`src/rtl/fraction_mac_relu.sv`:
```
// fraction_mac_relu
// Three-tap fixed-point multiply-accumulate with a bias term and a ReLU.
// Per-step saturating adds are followed by a registered ReLU output.
// After a reset the block takes one Q1.11 sample per cycle for three
// cycles. It then accumulates BIAS + sum(sample_k * Wk) in Q10.13 and
// presents ReLU(sum) with valid held high until the next reset. Each
// add saturates, so an intermediate overflow can never wrap the sign.
module fraction_mac_relu #(
    parameter logic signed [2:0]  W0   = 3'b001,
    parameter logic signed [2:0]  W1   = 3'b010,
    parameter logic signed [2:0]  W2   = 3'b011,
    parameter logic signed [22:0] BIAS = 23'h000000
) (
    input  logic        clk,
    input  logic        rst,
    input  logic [11:0] in_data,
    output logic [22:0] out_data,
    output logic        valid
);

    // S0..S2 consume samples 0..2, S3 folds in the last product, and S4
    // is the terminal hold state.
    typedef enum logic [2:0] {
        S0 = 3'd0,
        S1 = 3'd1,
        S2 = 3'd2,
        S3 = 3'd3,
        S4 = 3'd4
    } step_t;

    step_t step;

    logic [22:0] num1;
    logic [22:0] num2;
    logic [22:0] acc;

    logic signed [2:0]  weight;
    logic signed [14:0] product;
    logic [22:0]        product_ext;
    logic [23:0]        sum_wide;
    logic [22:0]        sum_sat;
    logic [22:0]        relu_out;

    // Pick the weight for the sample being consumed in this step.
    always_comb begin
        weight = 3'sd0;
        case (step)
            S0:      weight = W0;
            S1:      weight = W1;
            S2:      weight = W2;
            default: weight = 3'sd0;
        endcase
    end

    // Q1.11 x Q1.2 gives an exact Q2.13 value, so no rounding is needed.
    // The result is sign-extended into the Q10.13 accumulator format.
    assign product     = $signed(in_data) * weight;
    assign product_ext = {{8{product[14]}}, product};

    // Add one guard bit. The top two bits of the sum expose the overflow
    // direction: 01 means the sum passed positive full scale and 10 means
    // it passed negative full scale.
    assign sum_wide = {num1[22], num1} + {num2[22], num2};

    // Clamp the sum to the representable Q10.13 range.
    always_comb begin
        sum_sat = sum_wide[22:0];
        if (sum_wide[23:22] == 2'b01) begin
            sum_sat = 23'h3FFFFF;
        end else if (sum_wide[23:22] == 2'b10) begin
            sum_sat = 23'h400000;
        end
    end

    // Clamp a negative accumulated value to zero.
    assign relu_out = acc[22] ? 23'h000000 : acc;

    // Step sequencing, operand registers, and the registered result.
    // Reset wins over every transition.
    always_ff @(posedge clk) begin
        if (rst) begin
            step     <= S0;
            num1     <= '0;
            num2     <= '0;
            acc      <= '0;
            out_data <= '0;
            valid    <= 1'b0;
        end else begin
            case (step)
                S0: begin
                    num1 <= BIAS;
                    num2 <= product_ext;
                    step <= S1;
                end
                S1: begin
                    num1 <= sum_sat;
                    num2 <= product_ext;
                    step <= S2;
                end
                S2: begin
                    num1 <= sum_sat;
                    num2 <= product_ext;
                    step <= S3;
                end
                S3: begin
                    acc  <= sum_sat;
                    step <= S4;
                end
                default: begin
                    // Capture the result once; later edges re-load the
                    // same value, so the output and valid stay put.
                    out_data <= relu_out;
                    valid    <= 1'b1;
                    step     <= S4;
                end
            endcase
        end
    end

endmodule

```
`config.mk`:
```
export PLATFORM = sky130hd
export DESIGN_NAME = fraction_mac_relu
export DESIGN_NICKNAME = d
export VERILOG_FILES = /design/src/rtl/fraction_mac_relu.sv
export SDC_FILE = /design/constraint.sdc
export NUM_CORES = 1
export LEC_CHECK = 0
export CAP_MARGIN = 20
export CORE_UTILIZATION = 50
export CTS_CLUSTER_DIAMETER = 200
export DETAILED_ROUTE_END_ITERATION = 6
export PLACE_DENSITY = 0.7
export SKIP_LAST_GASP = 1
export SYNTH_ARGS = -nofsm -noshare
export SYNTH_HDL_FRONTEND = slang
export SYNTH_SLANG_ARGS = --single-unit
```
`constraint.sdc`:
```
create_clock -name clk -period 5.5 [get_ports clk]
set_input_delay 0.825 -clock clk [delete_from_list [all_inputs] [get_ports clk]]
set_output_delay 0.825 -clock clk [all_outputs]
set_load 0.05 [all_outputs]
```
* Word level (Yosys, flattened, before mapping) *
Cells that the tools add are included.

operators by class
  multipliers = 1
  add/subtract/negate cells = 1
  eq/ne operators = 5
  muxes and demuxes = 6
  reductions and logical operators = 5

operators by type and width
  operator            count
  $mux 23             2
  $pmux 23 s2         1
  $add 23x15->24      1
  $mux 22             1
  $mul 12x3->15       1
  $pmux 3 s3          1
  $eq 3x2->1 const B  2
  $pmux 2 s3          1
  $reduce_or 4->1     1
  $eq 3x1->1 const B  1
  $logic_not 3->1     1
  $reduce_or 3->1     1
  $eq 2x1->1 const B  1
  $eq 2x2->1 const B  1
  $reduce_bool 2->1   1
  $reduce_or 2->1     1

storage, ports and cells
  flip-flop bits (word level) = 88
  output and inout port bits = 24
  logic and storage cells = 24

* Depth between registers and ports, before layout *
Gate-level depths: netlist (run 1).

  depth in word-level cells = 5
  gate-level depth with buffers = 17
  depth with buffers taken out = 15

* Worst setup path before layout (run 1) *
Ideal clock, no wire load.

  path kind = register to register
  start point = reg step[2]
  end point = reg num2[12]
  stages on the path, launching flop included = 18
  slack = 2.237 ns
  setup time = 0.123 ns
  required time = 5.377 ns
  buffers on the path = 3
  data arrival time = 3.141 ns
  path through = dfxtp_1 > clkbuf_1 > clkbuf_1 > nor2_1 > clkbuf_1 > and2_1 > ha_1 > ha_1 > inv_1 > fa_1 > nor2b_1 > o21ai_0 > a21boi_0 > o21ai_0 > nand2b_1 > a2111o_1 > a311oi_1 > o31ai_1

between the ends
  longest elaborated chain between the ends = 3
  elaborated cells between the ends (all ways) = 6
  those cells by class = mul: 1; eq/ne: 2; mux: 1; reduce/logical: 2

ends and longest elaborated chain
  what                                      line    text
  start, declared                           31      step_t step;
  start signal, assigned                    82      step <= S0;
  start signal, assigned                    93      step <= S1;
  start signal, assigned                    98      step <= S2;
  $eq 3x2->1, or another cell as far along  47, 89
  $pmux 2 s3                                47      case (step)
  $mul 12x3->15                             57      assign product = $signed(in_data) * weight;
  end signal, assigned                      92      num2 <= product_ext;
  end signal, assigned                      97      num2 <= product_ext;
  end signal, assigned                      102     num2 <= product_ext;
  end, declared                             34      logic [22:0] num2;

Parallel ways exist; a longest one is shown, timed or not.
A chain may end at the register's enable or synchronous reset.

* Final worst setup path (run 1) *
Ends and elaborated chain as after synthesis.

==> results of run 1 <==
placed cells by master, fill, tap and decap left out, types with 3 or more instances in the layout:
cell type / Yosys / layout
nor2b_1: 4 / 4
xnor2_1: 11 / 11
nand3_1: 8 / 8
dfxtp_1: 87 / 87
nand3b_1: 24 / 24
ha_1: 47 / 47
o21ai_1: 5 / 5
nor3_1: 13 / 13
clkbuf_8: 0 / 10
a21oi_1: 47 / 47
nand4_1: 4 / 4
or2_2: 3 / 3
a21o_1: 11 / 11
o21ai_0: 67 / 67
xor2_1: 16 / 16
a22o_1: 4 / 4
and2_1: 23 / 23
inv_1: 14 / 14
nand2b_1: 28 / 28
clkdlybuf4s50_1: 0 / 36
nor2_1: 48 / 47
nand2_1: 76 / 76
o211ai_1: 5 / 5
a31oi_1: 4 / 4
buf_4: 5 / 3
a211oi_1: 5 / 5
cell type report:
cell class	count	area, um2	area share [%]
multi-input combinational	496	3210	55.7
sequential	87	1740	30.3
timing repair buffer	39	383	6.65
tap	133	166	2.89
clock buffer	10	138	2.39
clock inverter	6	67.6	1.17
inverter	14	52.6	0.913
stage by stage:
step                      cells  utilization (%)  setup WS [ps]  power (uW)  area [um2]
after floorplan             630                -           2240        1180        5150
after global placement      768             56.2           1800        1280        5540
after detailed placement    768             56.2           1650        1300        5540
after CTS                   784             58.3           1780        1760        5750
after global routing        785             58.3           1450        1870        5750
final                       785             58.3           1830        1750        5750
logic make-up after synthesis:
logic type | after synthesis | share of synthesized area, %
xor gates and xnor gates | 27 | 4.60
other | 1 | 0.0729
AOI/OAI and AO/OA | 176 | 21.4
buffers and inverters | 47 | 4.01
DFF | 87 | 33.8
adders and majority gates | 49 | 12.2
muxes | 1 | 0.195
and+or+nand+nor | 242 | 23.7
worst paths after layout:
check / slack [ps] / from / cells after the start / endpoint
max: 1830 / step[2]$_SDFF_PP0_ / 15 / num2[12]$_SDFFE_PP0N_
min: 460 / acc[19]$_SDFFE_PP0P_ / 2 / acc[19]$_SDFFE_PP0P_
max reg2reg: 1830 / step[2]$_SDFF_PP0_ / 15 / num2[12]$_SDFFE_PP0N_
min reg2reg: 460 / acc[19]$_SDFFE_PP0P_ / 2 / acc[19]$_SDFFE_PP0P_
registers in the layout (all words and copies together), names as in the netlist:
signal,cells
acc,23
num1,23
num2,15
out_data,22
step,3
valid,1
power breakdown:
part	switching, uW	internal, uW	leakage (uW)	total (uW)
Sequential	43.8	687	0.000707	731
Clock	235	225	0.0000993	460
Combinational	333	226	0.00145	559
worst reg2reg max path: stages, from the launching register on:
cell      delay (ps)
dfxtp_1          310
buf_4            250
nor2_1           490
and2_1           220
ha_1             250
ha_1             220
inv_1             70
fa_1             200
nor2b_1           50
o21ai_0          210
a21boi_0         150
o21ai_0          180
nand2b_1         130
a2111o_1         440
a311oi_1         290
o31ai_1          100
routing by layer:
layer / wire length, um / GRT usage, %
met5: 0 / 0
met4: 281 / 10.5
met3: 530 / 3.49
met2: 4850 / 35.5
met1: 4990 / 27.1
==> impl_metrics.env, run 1 <==
export IMPL_timing_hold_violations_final=0
export IMPL_die_h_um=103
export IMPL_worst_slew_pin_slew_ps=871
export IMPL_postSynthCellCount=630
export IMPL_avgRoutedWirePerCell_um=13.6
export IMPL_synth_flop_cell="dfxtp_1"
export IMPL_synthArstFlopShare_pct=0
export IMPL_die_w_um=103
export IMPL_ctsHoldBuffers=0
export IMPL_clock_root_buffer="clkbuf_8"
export IMPL_yosys_cell_count_top_type="dfxtp_1"
export IMPL_synth_warnings=0
export IMPL_critical_path_endpoint_type="register"
export IMPL_cellPowerDensity_mw_per_mm2=304
export IMPL_vias=4306
export IMPL_placementRows=36
export IMPL_cp_arrival_ps=3920
export IMPL_total_wirelength_of_the_detailed_routed_design_um=10700
export IMPL_drc=0
export IMPL_initial_utilization_pct=52.2
export IMPL_fmaxAchievable_ghz=0.272
export IMPL_critical_path_cell_chain="buf_4, nor2_1, and2_1, ha_1, ha_1, inv_1, fa_1, nor2b_1, o21ai_0, a21boi_0, o21ai_0, nand2b_1, a2111o_1, a311oi_1, o31ai_1"
export IMPL_worst_clock_skew_on_the_final_layout_ps=9.08
export IMPL_cts_path_max_buffers=2
export IMPL_h_tree_depth=3
export IMPL_fin_crit_sh_pct=66.8
export IMPL_gp_congestion=0.866
export IMPL_timing_critical_path_from_type="register"
export IMPL_cts_repair_resized=0
export IMPL_remaining_max_slew_budget_at_the_tightest_pin_pct=41.8
export IMPL_grt_overflow_total=0
export IMPL_synth_fp_nets=693
export IMPL_worst_path_max_delay_cell="nor2_1"
export IMPL_place_detailed_hpwl_um=8070
export IMPL_insertion_delay_ps=360
export IMPL_timing_final_crit_period_ps=3670
export IMPL_drv_slew=0
export IMPL_synthToLayoutAreaGrowth_pct=11.8
export IMPL_globalRouteTotalUtil_pct=21.5
export IMPL_grt_pass1_vias=4002
export IMPL_vdd_drop_max_mv=0.114
export IMPL_max_cap_viol_count=0
export IMPL_hold_path_class="reg -> reg"
export IMPL_ys_ff_latch=87
export IMPL_path_clk_slew_ps=90
export IMPL_drt_pre_antenna_iters=4
export IMPL_number_of_antenna_violations_at_the_first_check_in_global_routing=0
export IMPL_die_area_mm2=0.0107
export IMPL_fp_coreArea_mm2=0.00986
export IMPL_unrepaired_setup_endpoints_after_global_routing="false"
export IMPL_floorplan_io_pins=38
export IMPL_post_synth_instance_area_mm2=0.00515
export IMPL_initialDrtViolationCount=250
export IMPL_timing_critical_path_slowest_cell_delay_ps=490
export IMPL_ys_top_cells_by_area="dfxtp_1, ha_1, o21ai_0"
export IMPL_insertedDiodeCount=0
export IMPL_cts_inserted_buffers=9
export IMPL_crit_fanout=52
export IMPL_final_antenna_net_count=0
export IMPL_cts_tree="done"
export IMPL_synth_cell_types=62
export IMPL_nets=710
export IMPL_critPathRequiredTime_ps=5740
export IMPL_result_of_the_run="finished clean"
export IMPL_route_detailed_vias_per_inst=5.49
export IMPL_layout_drive_gt1_share_pct=5.37
export IMPL_largest_net_degree_at_the_start_of_global_routing=53
export IMPL_timing_worst_setup_path_type="reg -> reg"
export IMPL_port_buffers=36
export IMPL_crit_buf_inv=2
export IMPL_synth_top_area_share_pct=33.8
export IMPL_final_setup_tns_ps=0
export IMPL_numClockSinks=87
export IMPL_critical_path_top_delay_family="compound AO/OA/AOI/OAI gates"
export IMPL_grt_first_pass_wirelength_um=18000
export IMPL_fill_cells=927
export IMPL_syn_mean_instance_area_um2=8.17
export IMPL_post_synth_most_frequent_cells="dfxtp_1, nand2_1, o21ai_0"
export IMPL_hold_worst_slack_ps=461
export IMPL_seq_area_frac_synth_pct=33.8
export IMPL_cts_post_setup_buffers_inserted=0
export IMPL_synth_enable_flop_cells=0
export IMPL_synth_top_area_cell="dfxtp_1"
export IMPL_leakage_uw=0.00226
export IMPL_finalSetupViolCount=0
Note: power is estimated with default switching activity, not from simulation.
==> run 2, diff against run 1 <==
--- a/config.mk
+++ b/config.mk
@@ -9,7 +9,7 @@
 export CORE_UTILIZATION = 50
 export CTS_CLUSTER_DIAMETER = 200
 export DETAILED_ROUTE_END_ITERATION = 6
-export PLACE_DENSITY = 0.7
+export PLACE_DENSITY = 0.72
 export SKIP_LAST_GASP = 1
 export SYNTH_ARGS = -nofsm -noshare
 export SYNTH_HDL_FRONTEND = slang
==> constraint.sdc (replaced) <==
create_clock -name clk -period 3.05 [get_ports clk]
set_input_delay 0.4575 -clock clk [delete_from_list [all_inputs] [get_ports clk]]
set_output_delay 0.4575 -clock clk [all_outputs]
set_load 0.05 [all_outputs]
==> impl_metrics.env, run 2 (synthesis results as in run 1) <==
export IMPL_result_of_the_run="finished clean"
export IMPL_grt_overflow_total=0
export IMPL_number_of_antenna_violations_at_the_first_check_in_global_routing=0
export IMPL_timing_worst_setup_path_type="reg -> reg"
export IMPL_cp_arrival_ps=3170
export IMPL_fill_cells=859
export IMPL_min_from="acc[4]$_SDFFE_PP0P_"
export IMPL_die_area_mm2=0.0107
export IMPL_critical_path_startpoint="step[1]$_SDFF_PP0_"
export IMPL_timing_hold_worst_path_depth=2
export IMPL_multi_input_area_mm2=0.00326
export IMPL_h_tree_depth=3
export IMPL_switching_power_uw=1110
export IMPL_met2_usage_pct=36.1
export IMPL_cts_inserted_buffers=9
export IMPL_initialDrtViolationCount=231
export IMPL_grtUsageMet3_pct=3.83
export IMPL_vias=4434
export IMPL_fin_crit_sh_pct=95.9
export IMPL_seq_area_mm2=0.00175
export IMPL_die_w_um=103
export IMPL_route_detailed_vias_per_inst=5.44
export IMPL_fmaxAchievable_ghz=0.342
export IMPL_holdPathEnd="acc[4]$_SDFFE_PP0P_"
export IMPL_max_cap_viol_count=0
export IMPL_insertedDiodeCount=0
export IMPL_drv_slew=0
export IMPL_pwr_share_clk_pct=24.3
export IMPL_nets=742
export IMPL_hold_path_class="reg -> reg"
export IMPL_path_clk_slew_ps=80
export IMPL_grt_first_pass_wirelength_um=18600
export IMPL_clock_root_buffer="clkbuf_8"
export IMPL_total_wirelength_of_the_detailed_routed_design_um=10900
export IMPL_remaining_max_slew_budget_at_the_tightest_pin_pct=54.5
export IMPL_final_antenna_net_count=0
export IMPL_largest_net_degree_at_the_start_of_global_routing=51
export IMPL_use_met1_pct=29.7
export IMPL_worst_clock_skew_on_the_final_layout_ps=18.0
export IMPL_cts_path_max_buffers=2
export IMPL_vdd_drop_max_mv=0.248
export IMPL_layout_cells_most_common="dfxtp_1"
export IMPL_finalSetupViolCount=0
export IMPL_power_internal_uw=2110
export IMPL_final_setup_tns_ps=0
export IMPL_netSwitchingFraction_pct=34.5
export IMPL_numClockSinks=87
export IMPL_hold_worst_slack_ps=452
export IMPL_gp_congestion=0.941
export IMPL_largestRegisters="acc: 23 flops, num1: 23 flops, out_data: 22 flops"
export IMPL_leakage_uw=0.00242
export IMPL_drc=0
export IMPL_fp_coreArea_mm2=0.00986
export IMPL_critical_path_endpoint_type="register"
export IMPL_grt_pass1_vias=4038
export IMPL_crit_fanout=6
export IMPL_ff2ff_path_depth=15
export IMPL_drt_pre_antenna_iters=5
export IMPL_placementRows=36
export IMPL_rr_endpoint="num2[12]$_SDFFE_PP0N_"
export IMPL_gr_max_usage_layer="met2"
export IMPL_crit_reg2reg_launch="step[1]$_SDFF_PP0_"
export IMPL_layout_cells_most_common_list="dfxtp_1, nand2_1, o21ai_0"
export IMPL_initial_utilization_pct=52.2
export IMPL_cellPowerDensity_mw_per_mm2=533
export IMPL_worst_slew_pin_slew_ps=681
export IMPL_globalRouteTotalUtil_pct=22.5
export IMPL_timing_reg2reg_setup_slack_ps=130
export IMPL_port_buffers=36
export IMPL_floorplan_io_pins=38
export IMPL_place_detailed_hpwl_um=8220
export IMPL_layout_drive_gt1_share_pct=11.4
export IMPL_die_h_um=103
export IMPL_timing_critical_path_from_type="register"
export IMPL_power_sequential_fraction_pct=41.0
export IMPL_cts_tree="done"
export IMPL_synthToLayoutAreaGrowth_pct=17.7
export IMPL_insertion_delay_ps=370
export IMPL_timing_hold_violations_final=0
export IMPL_combinationalPowerShare_pct=34.7
export IMPL_timing_final_crit_period_ps=2920
export IMPL_avgRoutedWirePerCell_um=13.4
export IMPL_critPathRequiredTime_ps=3290
## run 2: final cells by class
cell class              count  area share [%]
inverters                  14           0.868
flip-flops and latches     87            28.9
clock buffers              10            2.27
repair buffers             71            10.6
well taps                 133            2.75
clock inverters             4           0.785
multi-input cells         496            53.9
## run 2: critical path: stages (launching register included)
cell,delay [ps]
dfxtp_4,370
xnor2_4,190
nor2_4,60
and2_1,160
ha_1,280
ha_2,200
inv_1,70
fa_2,200
nor2b_1,50
o21ai_1,180
a21boi_1,120
o21ai_1,130
nand2b_1,80
a2111o_1,370
a311oi_2,270
o31ai_1,80
## run 2: routing by layer
| metal | vias up | wire [um] |
|---|---|---|
| met5 | - | 0 |
| met4 | 0 | 211 |
| met3 | 20 | 401 |
| met2 | 104 | 4930 |
| met1 | 2010 | 5370 |
| li1 | 2300 | - |
## run 2: worst max-delay path by stage
stage,end,depth (start not counted)
2_1_floorplan,num2[12]$_SDFFE_PP0N_,17
3_3_place_gp,num2[12]$_SDFFE_PP0N_,14
3_5_place_dp,num2[12]$_SDFFE_PP0N_,14
4_1_cts,num2[12]$_SDFFE_PP0N_,15
5_1_grt,num2[14]$_SDFFE_PP0N_,16
6_report,num2[12]$_SDFFE_PP0N_,15
## run 2: per-stage QoR
step                cells  utilization, %  setup WS (ps)  power [uW]  instance area, um2
finish                815            61.4            125        3230                6060
floorplan             630               -           15.6        2130                5160
global route          815            61.4          -40.3        3450                6060
global placement      796            58.4           -165        2380                5760
detailed placement    797            58.5           -294        2420                5770
CTS                   811            60.7         -0.969        3220                5980
## run 2: power by group through the flow
| stage | Combinational (uW) | Sequential (uW) | Clock (uW) |
|---|---|---|---|
| finish | 1120 | 1320 | 786 |
| detailed placement | 1080 | 1340 | 0 |
| floorplan | 806 | 1320 | 0 |
| global placement | 1050 | 1340 | 0 |
| CTS | 1100 | 1320 | 806 |
| global route | 1250 | 1340 | 855 |
## run 2: timing repair
item                                   CTS  global route
hold buffers                             0             0
setup endpoints to repair                2            44
endpoints found under the hold margin    0             0
resized for setup                        7            13
pin swaps                                1            10
setup buffers                            0             4
==> run 3, diff against run 2 <==
--- a/config.mk
+++ b/config.mk
@@ -6,6 +6,7 @@
 export NUM_CORES = 1
 export LEC_CHECK = 0
 export CAP_MARGIN = 20
+export CORE_MARGIN = 4
 export CORE_UTILIZATION = 50
 export CTS_CLUSTER_DIAMETER = 200
 export DETAILED_ROUTE_END_ITERATION = 6
==> impl_metrics.env, run 3 (synthesis results as in run 1) <==
export IMPL_initialDrtViolationCount=195
export IMPL_power_sequential_fraction_pct=39.6
export IMPL_power_internal_uw=2210
export IMPL_insertedDiodeCount=0
export IMPL_path_clk_slew_ps=90
export IMPL_place_detailed_hpwl_um=8580
export IMPL_worst_clock_skew_on_the_final_layout_ps=8.95
export IMPL_vias=4394
export IMPL_grt_first_pass_wirelength_um=19100
export IMPL_critPathRequiredTime_ps=3340
export IMPL_pwr_share_clk_pct=27.0
export IMPL_finalWorstSetupSlack_ps=159
export IMPL_finalSetupViolCount=0
export IMPL_final_setup_tns_ps=0
export IMPL_grt_overflow_total=0
export IMPL_cp_arrival_ps=3180
export IMPL_worst_slack_at_placement_ps=-206
export IMPL_globalRouteTotalUtil_pct=20.0
export IMPL_fill_cells=900
export IMPL_layout_cells_most_common_list="dfxtp_1, nand2_1, o21ai_0"
export IMPL_cts_tree="done"
export IMPL_die_area_mm2=0.0120
export IMPL_port_buffers=36
export IMPL_layout_cells_most_common="dfxtp_1"
export IMPL_grt_pass1_vias=4178
export IMPL_route_detailed_vias_per_inst=5.38
export IMPL_fin_crit_sh_pct=94.8
export IMPL_cts_inserted_buffers=9
export IMPL_cellPowerDensity_mw_per_mm2=547
export IMPL_remaining_max_slew_budget_at_the_tightest_pin_pct=52.1
export IMPL_netSwitchingFraction_pct=33.9
export IMPL_result_of_the_run="finished clean"
export IMPL_hold_path_class="reg -> reg"
export IMPL_timing_critical_path_from_type="register"
export IMPL_fmaxAchievable_ghz=0.346
export IMPL_numClockSinks=87
export IMPL_ctsHoldBuffers=0
export IMPL_avgRoutedWirePerCell_um=13.6
export IMPL_largestRegisters="acc: 23 flops, num1: 23 flops, out_data: 22 flops"
export IMPL_total_wirelength_of_the_detailed_routed_design_um=11100
export IMPL_number_of_antenna_violations_at_the_first_check_in_global_routing=0
export IMPL_crit_fanout=20
export IMPL_synthToLayoutAreaGrowth_pct=18.6
export IMPL_layout_drive_gt1_share_pct=11.8
export IMPL_die_h_um=109
export IMPL_drc=0
export IMPL_worst_slew_pin_slew_ps=718
export IMPL_initial_utilization_pct=51.9
export IMPL_h_tree_depth=3
export IMPL_placementRows=36
export IMPL_combinationalPowerShare_pct=33.4
export IMPL_leakage_uw=0.00244
export IMPL_timing_final_crit_period_ps=2890
export IMPL_floorplan_io_pins=38
export IMPL_vdd_drop_max_mv=0.231
export IMPL_drv_slew=0
export IMPL_timing_hold_violations_final=0
export IMPL_gp_congestion=0.895
export IMPL_drt_pre_antenna_iters=4
export IMPL_fp_coreArea_mm2=0.00991
export IMPL_critical_path_endpoint_type="register"
export IMPL_seq_area_mm2=0.00175
export IMPL_die_w_um=109
export IMPL_largest_net_degree_at_the_start_of_global_routing=51
export IMPL_multi_input_area_mm2=0.00327
export IMPL_clock_root_buffer="clkbuf_8"
export IMPL_switching_power_uw=1130
export IMPL_final_antenna_net_count=0
export IMPL_nets=742
export IMPL_cts_path_max_buffers=2
export IMPL_max_cap_viol_count=0
export IMPL_timing_worst_setup_path_type="reg -> reg"
export IMPL_insertion_delay_ps=370
==> run 3: repair_timing <==
action,CTS,global route
setup buffers,0,4
gates resized for setup,3,20
endpoints found under the setup margin,2,47
pin swaps,0,9
gates cloned,0,0
==> run 3: final cells by class <==
| class | instances | area share [%] |
|---|---|---|
| multi-input combinational | 496 | 53.6 |
| timing repair buffer | 71 | 10.5 |
| clock buffer | 11 | 2.32 |
| sequential | 87 | 28.6 |
| tap | 133 | 2.73 |
| clock inverter | 5 | 1.33 |
| inverter | 14 | 0.861 |
==> run 3: per-stage QoR <==
stage | std cells | hold WS, ps | util, % | total power (uW) | cell area (um2)
floorplan | 630 | 425 | - | 2130 | 5160
global placement | 796 | 435 | 58.1 | 2380 | 5760
detailed placement | 797 | 445 | 58.2 | 2420 | 5770
CTS | 813 | 458 | 60.5 | 3320 | 6000
global route | 817 | 482 | 61.6 | 3560 | 6100
finish | 817 | 460 | 61.6 | 3340 | 6100
==> run 3: worst paths after layout <==
| kind | startpoint | to | slack, ps | cells after the start |
|---|---|---|---|---|
| worst max-delay path | num2[0]$_SDFFE_PP0N_ | acc[2]$_SDFFE_PP0P_ | 160 | 12 |
| worst min-delay path | acc[13]$_SDFFE_PP0P_ | acc[13]$_SDFFE_PP0P_ | 460 | 2 |
| worst max register to register | num2[0]$_SDFFE_PP0N_ | acc[2]$_SDFFE_PP0P_ | 160 | 12 |
| worst min register to register | acc[13]$_SDFFE_PP0P_ | acc[13]$_SDFFE_PP0P_ | 460 | 2 |
==> run 3: power by group through the flow <==
| stage | registers (uW) | clock network, uW | logic (uW) |
|---|---|---|---|
| floorplan | 1320 | 0 | 806 |
| global placement | 1340 | 0 | 1050 |
| detailed placement | 1340 | 0 | 1080 |
| CTS | 1320 | 914 | 1080 |
| global route | 1340 | 959 | 1260 |
| finish | 1320 | 901 | 1120 |
==> run 3: critical path, cell delays in order, from the launching register on <==
cell and delay (ps):
dfxtp_1 370, ha_2 220, fa_1 210, a21oi_1 90, o211ai_1 350, a21oi_2 160, or2_4 290, a41oi_4 260
mux2i_2 260, buf_4 140, nand3b_1 90, buf_4 210, o21ai_0 180
==> run 3: layer usage <==
metal	wire (um)	global-route usage, %
met4	224	8.28
met2	5050	33.1
met1	5370	26.0
met3	492	3.17
met5	0	0
